`src/rtl/pixel_scaler_pkg.sv`:
```
// Shared constants, helpers and the stage-1 counter bundle for pixel_scaler.
// No ports: imported by pixel_scaler and pipe_delay.
package pixel_scaler_pkg;

    localparam int DEF_SRC_W     = 240;
    localparam int DEF_SRC_H     = 320;
    localparam int DEF_PIX_W     = 16;
    localparam int DEF_MAX_SCALE = 4;

    // Counter field widths, sized with headroom above the default frame.
    localparam int SUB_W = 4;
    localparam int X_W   = 11;
    localparam int Y_W   = 10;
    localparam int LB_W  = 20;

    function automatic int addr_w(input int w, input int h);
        return (w * h > 1) ? $clog2(w * h) : 1;
    endfunction

    typedef struct packed {
        logic [SUB_W-1:0] hsub;
        logic [X_W-1:0]   src_x;
        logic [SUB_W-1:0] vsub;
        logic [Y_W-1:0]   src_y;
        logic [LB_W-1:0]  line_base;
    } cnt_t;

endpackage

```
`src/rtl/pixel_scaler_pipe_delay.sv`:
```
// pipe_delay: fixed-depth shift register, cleared to zero by async reset.
// Ports: clk_in, rst_n_in, d_in[WIDTH], q_out[WIDTH] = d_in delayed DEPTH cycles.
import pixel_scaler_pkg::*;

module pipe_delay #(
    parameter int WIDTH = 1,
    parameter int DEPTH = 1
) (
    input  logic             clk_in,
    input  logic             rst_n_in,
    input  logic [WIDTH-1:0] d_in,
    output logic [WIDTH-1:0] q_out
);

    logic [DEPTH-1:0][WIDTH-1:0] r_sh;

    always_ff @(posedge clk_in or negedge rst_n_in) begin
        if (!rst_n_in) begin
            r_sh <= '0;
        end else begin
            r_sh[0] <= d_in;
            for (int i = 1; i < DEPTH; i++) begin
                r_sh[i] <= r_sh[i-1];
            end
        end
    end

    assign q_out = r_sh[DEPTH-1];

endmodule

```
`src/rtl/pixel_scaler.sv`:
```
// pixel_scaler: integer-scale camera window upscaler with counter-based
// frame-buffer addressing and latency-matched timing/pixel outputs.
// Ports: clk_in, rst_n_in, scale_in (S-1), hcount_in, vcount_in,
//   frame_buff_in -> addr_out, hcount_out, vcount_out, cam_out, in_window_out.
// Option: define PIXEL_SCALER_MIRROR_EN to add mirror_in (horizontal mirror).
import pixel_scaler_pkg::*;

module pixel_scaler #(
    parameter int               SRC_W       = DEF_SRC_W,
    parameter int               SRC_H       = DEF_SRC_H,
    parameter int               MAX_SCALE   = DEF_MAX_SCALE,
    parameter int               PIX_W       = DEF_PIX_W,
    parameter int               RAM_LATENCY = 2,
    parameter logic [PIX_W-1:0] BG_COLOR    = 16'h0000
) (
    input  logic                               clk_in,
    input  logic                               rst_n_in,
    input  logic [$clog2(MAX_SCALE)-1:0]       scale_in,
`ifdef PIXEL_SCALER_MIRROR_EN
    input  logic                               mirror_in,
`endif
    input  logic [10:0]                        hcount_in,
    input  logic [9:0]                         vcount_in,
    input  logic [PIX_W-1:0]                   frame_buff_in,
    output logic [addr_w(SRC_W, SRC_H)-1:0]    addr_out,
    output logic [10:0]                        hcount_out,
    output logic [9:0]                         vcount_out,
    output logic [PIX_W-1:0]                   cam_out,
    output logic                               in_window_out
);

    localparam int AW  = addr_w(SRC_W, SRC_H);
    localparam int LAT = RAM_LATENCY + 2;

    localparam logic [X_W-1:0]   C_W     = X_W'(SRC_W);
    localparam logic [X_W-1:0]   C_WM1   = X_W'(SRC_W - 1);
    localparam logic [Y_W-1:0]   C_H     = Y_W'(SRC_H);
    localparam logic [Y_W-1:0]   C_HM1   = Y_W'(SRC_H - 1);
    localparam logic [LB_W-1:0]  C_LSTEP = LB_W'(SRC_W);
    localparam logic [SUB_W-1:0] C_SMAX  = SUB_W'(MAX_SCALE - 1);

    cnt_t             r_cnt;
    cnt_t             w_cnt_nxt;
    logic [SUB_W-1:0] r_smax;
    logic [SUB_W-1:0] w_req;
    logic [SUB_W-1:0] w_smax_nxt;
    logic             r_synced;
    logic             r_mirror;
    logic [PIX_W-1:0] r_fb;
    logic             w_frame;
    logic             w_line;
    logic             w_win;
    logic             w_win_d;
    logic [X_W-1:0]   w_xc;
    logic [X_W-1:0]   w_xa;
    logic [20:0]      w_pos_d;

    assign w_frame    = (hcount_in == '0) && (vcount_in == '0);
    assign w_line     = (hcount_in == '0) && (vcount_in != '0);
    assign w_req      = SUB_W'(scale_in);
    assign w_smax_nxt = (w_req > C_SMAX) ? C_SMAX : w_req;

    // r_smax holds S-1, so sub-counters wrap when they equal it.
    always_comb begin
        w_cnt_nxt = r_cnt;
        if (w_frame) begin
            w_cnt_nxt = '0;
        end else if (w_line) begin
            w_cnt_nxt.hsub  = '0;
            w_cnt_nxt.src_x = '0;
            if (r_cnt.vsub == r_smax) begin
                w_cnt_nxt.vsub = '0;
                if (r_cnt.src_y != C_H) begin
                    w_cnt_nxt.src_y = r_cnt.src_y + 1'b1;
                end
                // Base parks on the last source line so the clamped
                // address stays inside the frame buffer below the window.
                if (r_cnt.src_y < C_HM1) begin
                    w_cnt_nxt.line_base = r_cnt.line_base + C_LSTEP;
                end
            end else begin
                w_cnt_nxt.vsub = r_cnt.vsub + 1'b1;
            end
        end else begin
            if (r_cnt.hsub == r_smax) begin
                w_cnt_nxt.hsub = '0;
                if (r_cnt.src_x != C_W) begin
                    w_cnt_nxt.src_x = r_cnt.src_x + 1'b1;
                end
            end else begin
                w_cnt_nxt.hsub = r_cnt.hsub + 1'b1;
            end
        end
    end

    always_ff @(posedge clk_in or negedge rst_n_in) begin
        if (!rst_n_in) begin
            r_cnt    <= '0;
            r_smax   <= '0;
            r_synced <= 1'b0;
            r_mirror <= 1'b0;
            r_fb     <= '0;
        end else begin
            r_cnt <= w_cnt_nxt;
            r_fb  <= frame_buff_in;
            if (w_frame) begin
                r_smax   <= w_smax_nxt;
                r_synced <= 1'b1;
`ifdef PIXEL_SCALER_MIRROR_EN
                r_mirror <= mirror_in;
`else
                r_mirror <= 1'b0;
`endif
            end
        end
    end

    assign w_win = r_synced && (r_cnt.src_x < C_W) && (r_cnt.src_y < C_H);
    assign w_xc  = (r_cnt.src_x < C_W) ? r_cnt.src_x : C_WM1;
    assign w_xa  = (r_mirror && w_win) ? (C_WM1 - r_cnt.src_x) : w_xc;

    assign addr_out = AW'(r_cnt.line_base) + AW'(w_xa);

    pipe_delay #(
        .WIDTH(21),
        .DEPTH(LAT)
    ) u_pos_dly (
        .clk_in  (clk_in),
        .rst_n_in(rst_n_in),
        .d_in    ({hcount_in, vcount_in}),
        .q_out   (w_pos_d)
    );

    pipe_delay #(
        .WIDTH(1),
        .DEPTH(RAM_LATENCY + 1)
    ) u_win_dly (
        .clk_in  (clk_in),
        .rst_n_in(rst_n_in),
        .d_in    (w_win),
        .q_out   (w_win_d)
    );

    assign hcount_out    = w_pos_d[20:10];
    assign vcount_out    = w_pos_d[9:0];
    assign in_window_out = w_win_d;
    assign cam_out       = w_win_d ? r_fb : BG_COLOR;

endmodule
```
`config.mk`:
```
export PLATFORM = sky130hd
export DESIGN_NAME = pixel_scaler
export DESIGN_NICKNAME = d
export VERILOG_FILES = /design/src/rtl/pixel_scaler_pkg.sv /design/src/rtl/pixel_scaler_pipe_delay.sv /design/src/rtl/pixel_scaler.sv
export SDC_FILE = /design/constraint.sdc
export NUM_CORES = 1
export LEC_CHECK = 0
export CAP_MARGIN = 10
export CELL_PAD_IN_SITES_DETAIL_PLACEMENT = 1
export CELL_PAD_IN_SITES_GLOBAL_PLACEMENT = 1
export CORE_MARGIN = 3
export CORE_UTILIZATION = 38
export CTS_CLUSTER_DIAMETER = 30
export DETAILED_ROUTE_END_ITERATION = 8
export PLACE_DENSITY_LB_ADDON = 0.1
export SLEW_MARGIN = 20
export SYNTH_ARGS = -nofsm -noshare
export SYNTH_HDL_FRONTEND = slang
export SYNTH_HIERARCHICAL = 1
export SYNTH_SLANG_ARGS = --single-unit
```
`constraint.sdc`:
```
create_clock -name clk_in -period 2.9 [get_ports clk_in]
set_input_delay 0.435 -clock clk_in [delete_from_list [all_inputs] [get_ports clk_in]]
set_output_delay 0.435 -clock clk_in [all_outputs]
set_load 0.01 [all_outputs]
```
==> qor.yml <==
status: "finished, violations left"
violations: "hold timing, setup timing"
syn_area_per_cell_um2: 11.96
cts_tree: "built"
period_share_pct: 108.7
grt_pass1_wl_mm: 23.54
critPathMaxStageDelay_ns: 0.40
p_sw_mw: 1.411
path_depth: 10
final_area_um2: 8152
place_congestion: 0.7869
crit_buf_inv: 2
finalClockSkew_ns: 0.005099
die_w_um: 131.2
synth_top_area_share_pct: 62.18
timing.rr.end: "r_cnt[14]"
grt_overflow: 0
clkPwrFrac_pct: 39.7
path_class: "flip-flop to output port"
p_int_mw: 3.950
slowest_stage: "dfrtp_1"
synth-async-reset-ratio_pct: 100.0
antenna_cells: 0
fin_ws_ns: -0.2531
hold_class: "primary input to asynchronous set/reset pin"
synth_flop_cell: "dfrtp_1"
crit_path_cell_trace: "nor3_4 -> nand2b_1 -> ha_4 -> a211oi_4 -> o21bai_4 -> a2111oi_4 -> buf_4 -> nor4b_4 -> xor2_1 -> buf_2"
cts.sinks: 148
antenna_left: 0
power.density_nw_per_um2: 657.6
dpl_cell_area_um2: 7316
dr_total_vias: 4198
hold_slack_ns: -0.001903
insertion_delay_ns: 0.41
htreeDepth: 4
firstDrtPassIters: 4
end_kind: "output port"
worstSetupStartpointType: "flip-flop"
power_mw: 5.361
crit_fanout: 3
start_util_pct: 39.03
path_clk_slew_ns: 0.06
postCtsHoldBufs: 0
grt_max_degree: 66
synth_seq_cells: 148
dp_hpwl_mm: 9.723
rr_worst_depth: 8
power.ir.vdd_worst_v: 0.0003867
final_hold_viol_count: 1
die_area_um2: 17210
worstMarginPinSlew_ns: 0.7530
crit_end: "addr_out[15]"
yosysWarnings: 6
period_needed_ns: 3.153
setup_viol: 8
routed_wirelength_mm: 13.97
io_pins: 96
leakage_nw: 3.633
ys_types: 48
cts-root-buf: "clkbuf_16"
avgRoutedWirePerCell_um: 16.36
drive_gt1_share_pct: 20.22
yosysSeqAreaShare_pct: 62.18
synth_edf_count: 0
syn_to_final_growth_pct: 36.87
grt_usage_pct: 16.90
comb_power_share_pct: 18.3
p_sw_share_pct: 26.32
arrival_ns: 2.72
vias_per_cell: 4.916
yosysTopAreaCell: "dfrtp_1"
num_rows: 45
synth_area_um2: 5956
clock_tree.buffer_depth: 2
syn_inst: 498
numPortBuffers: 95
rr_startpoint: "r_cnt[4]"
cpLargestDelayFamily: "compound AO/OA/AOI/OAI gates"
r2r_slack_ns: 0.67
grt_pass1_vias: 4558
die_h_um: 131.2
crit_required_ns: 2.47
crit_path_start: "r_cnt[42]"
cts_made_buffers: 17
seqPwrFrac_pct: 42.0
fin_setup_tns_ns: -1.104
antenna_found_initial: 0
nets: 687
drv_slew: 0
core_um2: 15260
rsz0062_at_grt: "true"
fmax_ghz: 0.3171
first_iter_violations: 137
synthTopCellsByArea: "dfrtp_1, ha_1, xnor2_1, buf_4, nand2_1"
max_slew_margin_pct: 49.79
cap_violations: 0
drcViolationCount: 0
[registers in the layout, summed over array words and instances, names as in the netlist]
name             count
u_win_dly/r_sh       2
r_synced             1
r_smax               2
r_cnt               42
u_pos_dly/q_out     21
u_win_dly/q_out      1
r_fb                16
u_pos_dly/r_sh      63
[cell families after synthesis]
family                   share of synthesized area, %
multiplexers                                   0.8404
AO/OA/AOI/OAI                                   7.353
XOR/XNOR                                        4.706
flip-flops                                      62.18
buffers and inverters                           4.727
other                                         0.06296
adder cells (fa/ha/maj)                         3.361
AND/OR/NAND/NOR                                 16.76
[synthesized netlist by cell type (all sizes together) (2+ instances only)]
master    n
o21ai    20
and3      5
nand3    14
clkbuf    8
nand3b    2
a211oi    2
buf      28
and4      5
xor2     11
mux2i     5
nand2    32
a21oi    20
nor4     14
nor2     30
nor3b     2
dfrtp   148
o31a      2
and2     19
o31ai     8
or4      12
inv      12
a21o      2
a31oi     5
nand2b    8
or3       7
a31o      4
nor3     10
ha       16
nand4    14
xnor2    21
[through the flow]
| stage | setup slack [ns] | util (%) | cells | hold slack [ns] |
|---|---|---|---|---|
| global placement | -0.4190 | 47.95 | 816 | 0.3312 |
| detailed placement | -0.4394 | 47.95 | 816 | 0.3356 |
| CTS | -0.2388 | 52.38 | 850 | 0.04311 |
| floorplan | 0.04887 | - | 501 | 0.1394 |
| finish | -0.2531 | 53.42 | 854 | -0.001903 |
| global route | -0.4152 | 53.42 | 854 | 0.04295 |
[what timing repair did]
item / CTS / global route
endpoints found under the setup margin: 11 / 12
pin swaps: 12 / 12
resized for setup: 55 / 28
buffers inserted: 2 / 5
[per-layer routing]
metal	track usage, %	part of all wire (%)	vias up	wire length, um
met5	0	0	-	0
met4	5.076	0.90	0	126
met3	4.364	3.5	9	485
met2	27.59	51	86	7099
met1	22.35	45	2110	6257
li1	-	-	1993	-
[power by group through the flow]
stage	logic, mW	registers, mW	clock network (mW)
floorplan	0.369	2.28	0
global placement	0.810	2.28	0
detailed placement	0.822	2.29	0
CTS	0.881	2.25	2.18
global route	1.06	2.27	2.28
finish	0.979	2.25	2.13
[cells in the final DEF (no fill, tap or decap), types with 11 or more instances in the layout]
cell             netlist  final
dfrtp_1              148    148
clkdlybuf4s50_1        0     81
buf_4                 24     44
nand2_1               32     32
nor2_1                30     30
xnor2_1               21     21
and2_1                19     18
a21oi_1               20     18
clkbuf_16              0     17
o21ai_0               19     15
nand3_1               14     14
nand4_1               13     13
inv_1                 12     12
ha_1                  16     12
xor2_1                11     11
or4_1                 11     11
[worst reg2reg max path, cell delays in order, from the launching register on]
cell	delay [ns]
dfrtp_1	0.40
buf_4	0.16
inv_1	0.07
ha_1	0.23
nor3b_1	0.20
nand2b_1	0.21
or3_1	0.34
or4_1	0.40
a21oi_1	0.15
[cell type report]
class	instances	area (um2)
clock inverter	14	141.4
sequential	148	3704
tap	211	264.0
fill	1564	7107
inverter	12	45.04
timing repair buffer	146	1338
multi-input combinational	305	2221
clock buffer	18	439.2
[how the worst min path moves through the flow]
stage                  startpoint            endpoint  slack [ns]
2_1_floorplan            rst_n_in           r_cnt[10]        0.14
3_3_place_gp   u_pos_dly/r_sh[30]  u_pos_dly/r_sh[51]        0.33
3_5_place_dp    u_pos_dly/r_sh[9]  u_pos_dly/r_sh[30]        0.34
4_1_cts                  rst_n_in           r_cnt[37]        0.04
5_1_grt                  rst_n_in           r_cnt[37]        0.04
6_report                 rst_n_in           r_cnt[37]      -0.002
(Power assumes the default switching activity.)
